**config.mk**
```make
export PLATFORM = sky130hd
export DESIGN_NAME = seq_det_mealy
export DESIGN_NICKNAME = d
export VERILOG_FILES = /design/src/rtl/seq_det_pkg.sv /design/src/rtl/seq_det_border.sv /design/src/rtl/seq_det_mealy.sv
export SDC_FILE = /design/constraint.sdc
export NUM_CORES = 1
export LEC_CHECK = 0
export CAP_MARGIN = 20
export CORE_MARGIN = 5
export CORE_UTILIZATION = 40
export DETAILED_ROUTE_END_ITERATION = 7
export PLACE_DENSITY = 0.65
export SYNTH_ARGS = -nofsm -noshare
export SYNTH_HDL_FRONTEND = slang
export SYNTH_SLANG_ARGS = --single-unit
```
**constraint.sdc**
```tcl
create_clock -name clk -period 3.6 [get_ports clk]
set_input_delay 0.72 -clock clk [delete_from_list [all_inputs] [get_ports clk]]
set_output_delay 0.72 -clock clk [all_outputs]
set_load 0.005 [all_outputs]
```
**src/rtl/seq_det_pkg.sv**
```systemverilog
// Shared types and helpers for the seq_det_mealy sequence detector.
// Symbols are packed LSB-first: symbol 0 occupies the lowest SYM_W bits.
package seq_det_pkg;

   typedef enum logic [1:0] {
      IDLE  = 2'd0,
      ARMED = 2'd1,
      DONE  = 2'd2
   } seq_state_t;

   localparam int PAT_LEN_DEFAULT = 4;
   localparam int PROG_W_DEFAULT  = $clog2(PAT_LEN_DEFAULT);

   // Upper bound on PAT_LEN*SYM_W supported by suffixIsPrefix.
   localparam int MAX_SEQ_BITS = 64;
   localparam int IDX_W        = $clog2(MAX_SEQ_BITS);

   function automatic int progWidth(input int patLen);
      return $clog2(patLen);
   endfunction

   // True when the last k symbols of a seqLen-symbol sequence equal pattern symbols 0..k-1.
   function automatic logic suffixIsPrefix(
      input logic [MAX_SEQ_BITS-1:0] seqBits,
      input logic [MAX_SEQ_BITS-1:0] patBits,
      input int                      seqLen,
      input int                      k,
      input int                      symW
   );
      logic eq;
      int   base;
      eq   = 1'b1;
      base = (seqLen - k) * symW;
      for (int b = 0; b < MAX_SEQ_BITS; b++) begin
         if (b < k * symW) begin
            if (seqBits[IDX_W'(base + b)] != patBits[IDX_W'(b)]) begin
               eq = 1'b0;
            end
         end
      end
      return eq;
   endfunction

endpackage

```
**src/rtl/seq_det_border.sv**
```systemverilog
// Combinational match/next-progress logic for seq_det_mealy: finds the longest
// proper pattern prefix that ends the current history plus incoming symbol.
module seq_det_border
   import seq_det_pkg::*;
#(
   parameter int SYM_W   = 2,
   parameter int PAT_LEN = 4,
   parameter int PROG_W  = PROG_W_DEFAULT
) (
   input  logic [PAT_LEN*SYM_W-1:0]     pattern_i,
   input  logic [(PAT_LEN-1)*SYM_W-1:0] history_i,
   input  logic [SYM_W-1:0]             sym_i,
   input  logic [PROG_W-1:0]            progress_i,
   output logic [PROG_W-1:0]            progressNext_o,
   output logic                         match_o
);

   localparam int SEQ_BITS = PAT_LEN * SYM_W;

   logic [MAX_SEQ_BITS-1:0] seqBits;
   logic [MAX_SEQ_BITS-1:0] patBits;
   logic [SYM_W-1:0]        lastPatSym;

   assign lastPatSym = pattern_i[SEQ_BITS-1 -: SYM_W];
   assign match_o    = (progress_i == PROG_W'(PAT_LEN - 1)) && (sym_i == lastPatSym);

   // Candidate k is capped at progress+1 so zero-filled history after a load or
   // clear can never pose as real matched symbols.
   always_comb begin
      seqBits                = '0;
      patBits                = '0;
      progressNext_o         = '0;
      seqBits[SEQ_BITS-1:0]  = {sym_i, history_i};
      patBits[SEQ_BITS-1:0]  = pattern_i;
      for (int k = 1; k < PAT_LEN; k++) begin
         if ((k <= int'(progress_i) + 1) &&
             suffixIsPrefix(seqBits, patBits, PAT_LEN, k, SYM_W)) begin
            progressNext_o = PROG_W'(k);
         end
      end
   end

endmodule

```
**src/rtl/seq_det_mealy.sv**
```systemverilog
// Parametrised Mealy sequence detector with overlap, one-shot mode and a
// saturating match counter. Optional idle-gap timeout: SEQ_DET_GAP_TIMEOUT_EN.
module seq_det_mealy
   import seq_det_pkg::*;
#(
   parameter int SYM_W       = 2,
   parameter int PAT_LEN     = 4,
   parameter int CNT_W       = 8,
   parameter int TIMEOUT_CYC = 16
) (
   input  logic                       clk,
   input  logic                       rst,
   input  logic                       pat_load,
   input  logic [PAT_LEN*SYM_W-1:0]   pat_data,
   input  logic                       one_shot,
   input  logic                       clear,
   input  logic                       in_valid,
   input  logic [SYM_W-1:0]           in_sym,
   output logic                       match,
   output logic [$clog2(PAT_LEN)-1:0] progress,
   output logic [CNT_W-1:0]           match_count,
   output logic [1:0]                 state
);

   localparam int PW = progWidth(PAT_LEN);
   localparam int HW = (PAT_LEN - 1) * SYM_W;
   localparam logic [CNT_W-1:0] CNT_MAX = '1;

   typedef logic [$clog2(TIMEOUT_CYC + 1)-1:0] gap_cnt_t;

   seq_state_t                 state_q, state_d;
   logic [PAT_LEN*SYM_W-1:0]   pat_q, pat_d;
   logic                       oneShot_q, oneShot_d;
   logic [HW-1:0]              hist_q, hist_d;
   logic [PW-1:0]              prog_q, prog_d;
   logic [CNT_W-1:0]           cnt_q, cnt_d;
   logic [PW-1:0]              borderProg;
   logic                       borderMatch;
   logic                       accept;
   logic                       gapExpire;
   logic [PAT_LEN*SYM_W-1:0]   seqCat;

   seq_det_border #(
      .SYM_W   (SYM_W),
      .PAT_LEN (PAT_LEN),
      .PROG_W  (PW)
   ) uBorder (
      .pattern_i      (pat_q),
      .history_i      (hist_q),
      .sym_i          (in_sym),
      .progress_i     (prog_q),
      .progressNext_o (borderProg),
      .match_o        (borderMatch)
   );

   assign accept      = (state_q == ARMED) && in_valid && !pat_load && !clear;
   assign match       = accept && borderMatch;
   assign seqCat      = {in_sym, hist_q};
   assign progress    = prog_q;
   assign match_count = cnt_q;
   assign state       = state_q;

`ifdef SEQ_DET_GAP_TIMEOUT_EN
   gap_cnt_t gap_q, gap_d;

   // Counts idle cycles while a partial match is pending; expiry drops the prefix.
   always_comb begin
      gap_d     = gap_q;
      gapExpire = 1'b0;
      if (pat_load || clear || accept) begin
         gap_d = '0;
      end else if ((state_q == ARMED) && (prog_q != '0)) begin
         if (gap_q == gap_cnt_t'(TIMEOUT_CYC - 1)) begin
            gap_d     = '0;
            gapExpire = 1'b1;
         end else begin
            gap_d = gap_q + 1'b1;
         end
      end
   end

   always_ff @(posedge clk or posedge rst) begin
      if (rst) begin
         gap_q <= '0;
      end else begin
         gap_q <= gap_d;
      end
   end
`else
   assign gapExpire = 1'b0;
`endif

   // Next-state logic; pat_load beats clear, which beats a stream symbol.
   always_comb begin
      state_d   = state_q;
      pat_d     = pat_q;
      oneShot_d = oneShot_q;
      hist_d    = hist_q;
      prog_d    = prog_q;
      cnt_d     = cnt_q;
      if (pat_load) begin
         state_d   = ARMED;
         pat_d     = pat_data;
         oneShot_d = one_shot;
         hist_d    = '0;
         prog_d    = '0;
         cnt_d     = '0;
      end else if (clear) begin
         if (state_q != IDLE) begin
            state_d = ARMED;
         end
         hist_d = '0;
         prog_d = '0;
         cnt_d  = '0;
      end else begin
         case (state_q)
            ARMED: begin
               if (accept) begin
                  hist_d = seqCat[PAT_LEN*SYM_W-1:SYM_W];
                  prog_d = borderProg;
                  if (borderMatch) begin
                     if (cnt_q != CNT_MAX) begin
                        cnt_d = cnt_q + 1'b1;
                     end
                     if (oneShot_q) begin
                        state_d = DONE;
                     end
                  end
               end else if (gapExpire) begin
                  hist_d = '0;
                  prog_d = '0;
               end
            end
            IDLE, DONE: ;
            default: state_d = IDLE;
         endcase
      end
   end

   always_ff @(posedge clk or posedge rst) begin
      if (rst) begin
         state_q   <= IDLE;
         pat_q     <= '0;
         oneShot_q <= 1'b0;
         hist_q    <= '0;
         prog_q    <= '0;
         cnt_q     <= '0;
      end else begin
         state_q   <= state_d;
         pat_q     <= pat_d;
         oneShot_q <= oneShot_d;
         hist_q    <= hist_d;
         prog_q    <= prog_d;
         cnt_q     <= cnt_d;
      end
   end

endmodule
```
==> reports/metrics.cfg, run 1 <==
[timing]
slew_headroom=0.741
tightest_slew_ns=0.387
fin_crit_sh=0.913
fin_skew_ns=0.0113
fin_setup_tns_ns=0
hold_viol=0
slew_violations=0
setup_viol=0
fmax_mhz=304
rsz0062_at_grt=no
period_minus_slack_ns=3.29

[clocking]
cts_tree=done
clk_latency_ns=0.33
cts_made_buffers=3
cts_buffer_depth=2
cts_max_level=1
cts_hold_buffers=0
cts.clk_slew.worst_paths_ns=0.12
cts_sinks=25
cts_setup_buffers=0
root_buffer=clkbuf_4
ctsResizeCount=0

[worst_setup_path]
cp.buffers_inverters=2
worstPathMaxFanout=6
crit_chain=clkdlybuf4s50_1 -> nand3b_4 -> or4_4 -> nor2_1 -> clkdlybuf4s50_1
worstReg2RegEnd=match_count[7]$_DFFE_PP0P_
crit_arrival_ns=2.57
crit_family=buffers and inverters
critPathCaptureType=output pin
required_ns=2.88
critPathKind=in -> out
start_kind=input pin
cpMostUsedCell=clkdlybuf4s50_1
r2r_cells=5
reg2reg_from=state[1]$_DFFE_PP0P_
cp_slowest_stage_delay_ns=0.56
ff2ff_setup_slack_ns=1.49
crit_path_top_delay_cell=clkdlybuf4s50_1

[final_layout]
fin_util=0.522
layout.nets=179
final_area_mm2=0.00173
area_growth_pct=27.5
antenna_cells=0
final_layout_size_suffix_gt1_frac=0.137

[yosys]
ys_types=35
netlist_area_mm2=0.00136
ys.warnings.count=0
netlist_instances=132
syn_avg_cell_area_um2=10.3
yosysSeqAreaShare=0.461
synth_fp_nets=149
ys_ff_latch=25

[floorplanning]
die_w_um=68.2
row_count=21
initial_core_util=0.410
die-area_mm2=0.00466
core_area_mm2=0.00331
ioPinCount=29
fp.dieH_um=68.2

[global_route]
grt_usage=0.137
grt_max_degree=26
grt_first_pass_wirelength_um=4840
antenna_found_initial=0
overflow=0
grt_pass1_vias=1113

[worst_hold_path]
hold_path_depth=1
hp-start=pat_q[7]$_DFFE_PP0P_
min_path_type=reg -> reg
holdPathEnd=pat_q[7]$_DFFE_PP0P_

[placed_design]
portBuffers=28
dpl-instance-area_mm2=0.00168
dp.final_hpwl_um=2210
gp_congestion=0.832

[power_and_ir_drop]
leakage_nw=0.666
p_seq_frac=0.596
ir_drop_mv=0.201
clockPowerShare=0.248
cell_internal_pwr_w=0.000383
power.density_mw_per_mm2=296
p_switching_w=0.000129
swShare=0.251
power_w=0.000511
p_comb_frac=0.155

[drt]
ant_nets=0
drt_iter0_drc=71
drc=0
totalWireLength_um=2880
dr.pass1.iters=4
drt-wirelength-per-cell_um=13.9
vias_per_cell=5.38
num_vias=1113

[flow_run]
drv_cap=0

[status]
status=completed

routing by layer:
layer  routed length (µm)  vias to the layer above  track usage
li1                     -                      534            -
met1                 1240                      543        0.163
met2                 1460                       32        0.237
met3                  135                        4       0.0296
met4                   46                        0       0.0596
met5                    0                        -            0
worst max path at each step:
| stage | from | endpoint | slack (ns) | cells after the start |
|---|---|---|---|---|
| floorplan | in_sym[1] | match | 1.09 | 5 |
| CTS | in_valid | match | 0.30 | 5 |
| detailed placement | in_valid | match | 0.30 | 5 |
| global placement | in_valid | match | 0.30 | 5 |
| global route | in_valid | match | 0.23 | 5 |
| finish | in_valid | match | 0.31 | 5 |
kinds of logic (layout without fill, tap and decap cells):
group                    after synthesis  after routing  share of synthesized area
AO/OA/AOI/OAI                         25             25                      0.122
XOR/XNOR                              14             14                     0.0904
adder cells (fa/ha/maj)                1              1                    0.00922
buffers and inverters                  9             38                     0.0360
flip-flops                            25             25                      0.461
multiplexers                          10             10                     0.0821
AND/OR/NAND/NOR                       48             48                      0.199
per-stage QoR:
stage,worst slack [ns],instances,hold slack [ns]
final,0.312,207,0.548
after global routing,0.228,207,0.561
after CTS,0.299,206,0.556
after detailed placement,0.299,202,0.526
after global placement,0.301,202,0.513
after floorplan,1.09,132,0.501
flip-flops by register name, summed over array words and instances, names as in the netlist:
signal,count
hist_q,4
match_count,8
oneShot_q,1
pat_q,8
progress,2
state,2
power groups by stage:
stage | combinational (W) | clock, W | sequential [W]
after floorplan | 0.0000499 | 0 | 0.000307
after global placement | 0.0000749 | 0 | 0.000310
after detailed placement | 0.0000767 | 0 | 0.000311
after CTS | 0.0000769 | 0.000132 | 0.000305
after global routing | 0.0000886 | 0.000140 | 0.000307
final | 0.0000795 | 0.000127 | 0.000305
placed cells by master (no fill, tap or decap):
| master | n |
|---|---|
| nand3_1 | 6 |
| clkbuf_1 | 1 |
| xor2_1 | 5 |
| inv_1 | 2 |
| a211o_1 | 1 |
| o311ai_1 | 1 |
| o41ai_1 | 2 |
| ha_1 | 1 |
| o31ai_1 | 3 |
| and4_1 | 1 |
| or4b_1 | 1 |
| nor2_1 | 4 |
| or4_4 | 1 |
| nand2_1 | 16 |
| nor3_1 | 2 |
| nor2b_1 | 1 |
| and2_1 | 2 |
| nand3b_4 | 1 |
| nand2b_1 | 1 |
| dfrtp_1 | 25 |
| mux2_2 | 9 |
| and3_1 | 2 |
| clkbuf_4 | 3 |
| o21a_1 | 1 |
| nand4_1 | 2 |
| o21ai_0 | 2 |
| buf_4 | 3 |
| xnor2_1 | 9 |
| or2_2 | 2 |
| or3_1 | 1 |
| or4_1 | 4 |
| clkdlybuf4s50_1 | 28 |
| nor4_1 | 1 |
| a31oi_1 | 2 |
| mux2i_1 | 1 |
| buf_16 | 1 |
| o221a_2 | 2 |
| a21oi_1 | 11 |
cells in the mapped netlist:
cell / count / area (µm²)
o21ai_0: 2 / 10.0
a211o_1: 1 / 8.76
xnor2_1: 9 / 78.8
or4_1: 4 / 30.0
mux2_2: 9 / 101
o311ai_1: 1 / 8.76
o221a_2: 2 / 22.5
nor2_1: 4 / 15.0
dfrtp_1: 25 / 626
nand2_1: 16 / 60.1
nand4_1: 2 / 12.5
and3_1: 2 / 12.5
ha_1: 1 / 12.5
or4_4: 1 / 11.3
o31ai_1: 3 / 22.5
buf_6: 2 / 22.5
o41ai_1: 2 / 17.5
and4_1: 1 / 8.76
nor4_1: 1 / 6.26
inv_1: 2 / 7.51
xor2_1: 5 / 43.8
nand3b_4: 1 / 20.0
nor2b_1: 1 / 6.26
mux2i_1: 1 / 10.0
or3_1: 1 / 6.26
nand3_1: 6 / 30.0
nor3_1: 2 / 10.0
and2_1: 2 / 12.5
a31oi_1: 2 / 12.5
a21oi_1: 11 / 55.1
nand2b_1: 1 / 6.26
o21a_1: 1 / 7.51
clkbuf_1: 5 / 18.8
or2_2: 2 / 12.5
or4b_1: 1 / 10.0
worst register-to-register path, delay by kind of cell (launching register included):
kind | cells | cell delay, ns
compound gates | 1 | 0.17
flops | 1 | 0.45
simple gates | 3 | 1.25
buf+inv | 1 | 0.19
area by class of cell:
cell class	count	area, µm²
fill	310	1580
multi-input combinational	98	682
sequential	25	626
timing repair buffer	32	330
tap	46	57.6
clock buffer	4	26.3
inverter	2	7.51
No activity file was read; power rests on OpenSTA's default activity.
==> inputs of run 2 (changes only) <==
==> constraint.sdc (replaced) <==
create_clock -name clk -period 3.35 [get_ports clk]
set_input_delay 0.67 -clock clk [delete_from_list [all_inputs] [get_ports clk]]
set_output_delay 0.67 -clock clk [all_outputs]
set_load 0.005 [all_outputs]
==> reports/metrics.cfg, run 2 (synthesized netlist as in run 1, its figures left out) <==
[floorplanning]
core_area_mm2=0.00331  ; unchanged
die-area_mm2=0.00466  ; unchanged
die_w_um=68.2  ; unchanged
initial_core_util=0.410  ; unchanged
row_count=21  ; unchanged
ioPinCount=29  ; unchanged
fp.dieH_um=68.2  ; unchanged

[drt]
drc=0  ; unchanged
num_vias=1112  ; -0.090%
drt-wirelength-per-cell_um=13.3  ; -4.3%
dr.pass1.iters=4  ; unchanged
drt_iter0_drc=66  ; -7.0%
vias_per_cell=5.35  ; -0.57%
ant_nets=0  ; unchanged
totalWireLength_um=2770  ; -3.8%

[global_route]
grtUsageMet3=0.0230  ; -0.00657
grt_first_pass_wirelength_um=4840  ; -0.14%
grt_usage=0.137  ; about the same
grt_use_met2=0.247  ; +0.00963
overflow=0  ; unchanged
grtUsageMet1=0.155  ; -0.00752
top_usage_layer=met2
grt_pass1_vias=1131  ; +1.6%
antenna_found_initial=0  ; unchanged
grt_max_degree=26  ; unchanged

[timing]
tightest_slew_ns=0.394  ; +0.00676 ns
fin_setup_tns_ns=0  ; unchanged
hold_viol=0  ; unchanged
slew_violations=0  ; unchanged
fin_crit_sh=0.961
slew_headroom=0.736  ; -0.00453
fin_skew_ns=0.00214  ; -0.00918 ns
setup_viol=0  ; unchanged
rsz0062_at_grt=no
period_minus_slack_ns=3.22
setup_ws_ns=0.132  ; -0.180 ns
fmax_mhz=311

[status]
status=completed

[clocking]
cts_made_buffers=3  ; unchanged
cts_buffer_depth=2  ; unchanged
cts_tree=done
cts_max_level=1  ; unchanged
root_buffer=clkbuf_4
clk_latency_ns=0.31  ; -0.02 ns
cts.clk_slew.worst_paths_ns=0.12  ; about the same
ctsResizeCount=0  ; unchanged
cts_sinks=25  ; unchanged
cts_hold_buffers=0  ; unchanged
cts_setup_buffers=0  ; unchanged

[placed_design]
post-place-ws_ns=0.132  ; -0.167 ns
portBuffers=28  ; unchanged
dp.final_hpwl_um=2150  ; -2.8%
gp_congestion=0.798  ; -4.1%

[final_layout]
layout_common_cells=clkdlybuf4s50_1 (28), dfrtp_1 (25), nand2_1 (16)
area_growth_pct=28.0
layout.nets=180  ; +0.56%
multi_input_area_um2=682  ; unchanged
antenna_cells=0  ; unchanged
fillers=317  ; +2.3%
final_layout_size_suffix_gt1_frac=0.142  ; +0.00533
ff_latch_area_um2=626  ; unchanged
final_common_cell=clkdlybuf4s50_1

[worst_setup_path]
cp.buffers_inverters=2  ; unchanged
crit_chain=clkdlybuf4s50_1 -> nand3b_4 -> or4_4 -> nor2_1 -> clkdlybuf4s50_1
required_ns=2.68  ; -0.20 ns
critPathCaptureType=output pin
cpMostUsedCell=clkdlybuf4s50_1
cp_slowest_stage_delay_ns=0.56  ; about the same
start_kind=input pin
worstPathMaxFanout=6  ; unchanged
crit_path_top_delay_cell=clkdlybuf4s50_1
crit_family=buffers and inverters
critPathKind=in -> out
crit_arrival_ns=2.55  ; -0.02 ns

[power_and_ir_drop]
ir_drop_mv=0.163  ; -19%
power.density_mw_per_mm2=313  ; +5.9%
leakage_nw=0.671  ; +0.72%

[worst_hold_path]
min_path_type=in -> async

[flow_run]
drv_cap=0  ; unchanged

## run 2: cell count changes in the layout (fill, tap and decap cells not counted)
cell,change
buf_4,+1
## run 2: area by class of cell
type	count	share of cell area
tap	46	0.0331
clock buffer	4	0.0151
multi-input combinational	98	0.393
sequential	25	0.360
timing repair buffer	33	0.195
inverter	2	0.00432
## run 2: per-layer routing
layer  vias up  share of wire
met5         -              0
met1       543           0.42
met2        25           0.52
met3         4          0.051
li1        540              -
met4         0          0.013
## run 2: worst paths after layout
path | end | from | slack [ns] | cells past startpoint
worst min-delay path | oneShot_q$_DFFE_PP0P_ | rst | 0.52 | 2
worst max register to register | match_count[5]$_DFFE_PP0P_ | state[1]$_DFFE_PP0P_ | 1.21 | 5
worst max-delay path | match | in_valid | 0.13 | 5
worst min register to register | pat_q[7]$_DFFE_PP0P_ | pat_q[7]$_DFFE_PP0P_ | 0.54 | 1
min in group clk | pat_q[7]$_DFFE_PP0P_ | pat_q[7]$_DFFE_PP0P_ | 0.54 | 1
max in group asynchronous | progress[0]$_DFFE_PP0P_ | rst | 2.48 | 3
## run 2: stage by stage
step	hold WS (ns)	utilization	total power (W)	instances	instance area (µm²)
after global placement	0.517	0.508	0.000414	203	1680
after detailed placement	0.518	0.508	0.000417	203	1680
after global routing	0.511	0.525	0.000575	208	1740
after CTS	0.549	0.516	0.000551	207	1710
after floorplan	0.501	-	0.000384	132	1360
final	0.521	0.525	0.000544	208	1740
## run 2: power breakdown
part	internal [W]	leakage, nW	switching [W]
clock network	0.0000465	0.0150	0.0000831
registers	0.000314	0.322	0.0000136
logic	0.0000509	0.333	0.0000355
==> edit: new RTL, settings of run 2 <==
`SYM_W` is set to 2 in 2 places; all go to 3.
--- a/src/rtl/seq_det_border.sv
+++ b/src/rtl/seq_det_border.sv
@@ -4,5 +4,5 @@
    import seq_det_pkg::*;
 #(
-   parameter int SYM_W   = 2,
+   parameter int SYM_W   = 3,
    parameter int PAT_LEN = 4,
    parameter int PROG_W  = PROG_W_DEFAULT
--- a/src/rtl/seq_det_mealy.sv
+++ b/src/rtl/seq_det_mealy.sv
@@ -4,5 +4,5 @@
    import seq_det_pkg::*;
 #(
-   parameter int SYM_W       = 2,
+   parameter int SYM_W       = 3,
    parameter int PAT_LEN     = 4,
    parameter int CNT_W       = 8,
Interface: changed (resized in_sym and pat_data); port bits go from 29 to 34. The function was not compared with the original's and may differ.
==> edit against run 2 <==
  * Sequential share of layout area grew 0.11 points
  * Critical path depth grew 1
  * Worst setup slack gained 0.072 ns
  * Area after synthesis grew 24%
  * Critical path type unchanged
  * Hold slack gained 0.0065 ns
  * Register-to-register slack gained 0.15 ns
  * Highest routed layer unchanged
  * Wire length grew 41%
  * Sequential cell count grew 6
  * Synthesized cell count grew 20%
  * Die area grew 20%
  * Total power grew 56%
  * Design area grew 24%
  * Count of clock-buffer cells in the layout grew 4
  * Sequential power grew 26%
  * Largest cell class unchanged
==> edit: results (changes against run 2) <==
Routing
  – Met2 wire length: 2.016 mm (+40%)
  – Iter 0 DRT Violations: 53 (-20%)
  – Detailed-route wire length: 3.914 mm (+41%)
  – Via-per-instance ratio: 5.496 (+2.8%)

Synthesis
  – Share of the yosys chip area belonging to registers: 46.17% (about the same)
  – Mapped Cells: 158 (+20%)
  – Post-synthesis mux area share: 9.903% (+1.7 points)
  – Compound-gate portion of the synthesized area: 9.903% (-2.3 points)
  – FF+latch count, synth: 31 (+24%)
  – Top cell types by occurrence after synthesis: 31 x dfrtp_1, 18 x nand2_1, 13 x mux2_2, 13 x xor2_1, 12 x a21oi_1
  – Syn_nets: 180 (+21%)
  – Xor and xnor area share after synthesis: 11.39% (+2.4 points)
  – Adder-cell share of the synthesized area: 0.7446% (-0.18 points)

Run status
  – Status: completed

Finish
  – Layout Cells excl Fill: 246 (+18%)
  – Multi-input comb cells: 115 (+17%)
  – Clock Buffer Count: 8 (+4)
  – Fillcell total: 361 (+14%)

Power and ir drop
  – P per Cell Area: 395.1 mW/mm² (+26%)

Worst setup path
  – Arr. time, crit path: 2.48 ns (-0.07 ns)
  – R2r endpoint: match_count[3]
  – Reg2Reg Depth: 4 (-1)

Global routing
  – First-pass GRT wire length: 6.513 mm (+35%)
  – Largest net degree at the start of global routing: 32 (+23%)
  – Met1 Use GR: 18.04% (+2.5 points)
  – Total GRT Usage: 15.39% (+1.7 points)

Placement
  – Worst slack at placement: 0.1918 ns (+0.05961 ns)
  – IO buf count: 33 (+18%)

Worst hold path
  – Worst Hold Class: reg2reg

STA
  – Worst hold margin: 0.5273 ns (+0.006488 ns)
  – Max Clock Skew: 0.006706 ns (+0.004568 ns)

Clocking
  – Clk Tree Root Cell: clkbuf_8
  – Worst-Skew Late Latency: 0.28 ns (-0.03 ns)
  – Htree depth: 2 (+1)

Floorplan
  – Core Region: 0.004029 mm² (+22%)
## edit: cell types whose count changed in the layout (fill, tap and decap cells not counted), moves of 3 or more
cell	delta
buf_4	+3
clkdlybuf4s50_1	+5
nor4_1	+3
mux2_2	+4
xor2_1	+8
clkbuf_4	-3
dfrtp_1	+6
o21ai_0	+5
clkbuf_8	+7
## edit: worst register-to-register path: cells and delay by family (launching register included)
family	cells	cell delay (ns)
AO/OA/AOI/OAI	1	0.17
XOR/XNOR	1	0.16
flip-flops	1	0.40
AND/OR/NAND/NOR	2	1.18
## edit: worst max path at each step
stage,start,to
2_1_floorplan,pat_load,match
3_3_place_gp,in_sym[2],match
3_5_place_dp,in_sym[2],match
4_1_cts,in_sym[2],match
5_1_grt,in_sym[1],match
6_report,in_sym[2],match
## edit: report_power, final
| part | switching, mW | internal (mW) |
|---|---|---|
| logic | 0.0509 | 0.0636 |
| registers | 0.0199 | 0.392 |
| clock network | 0.134 | 0.187 |
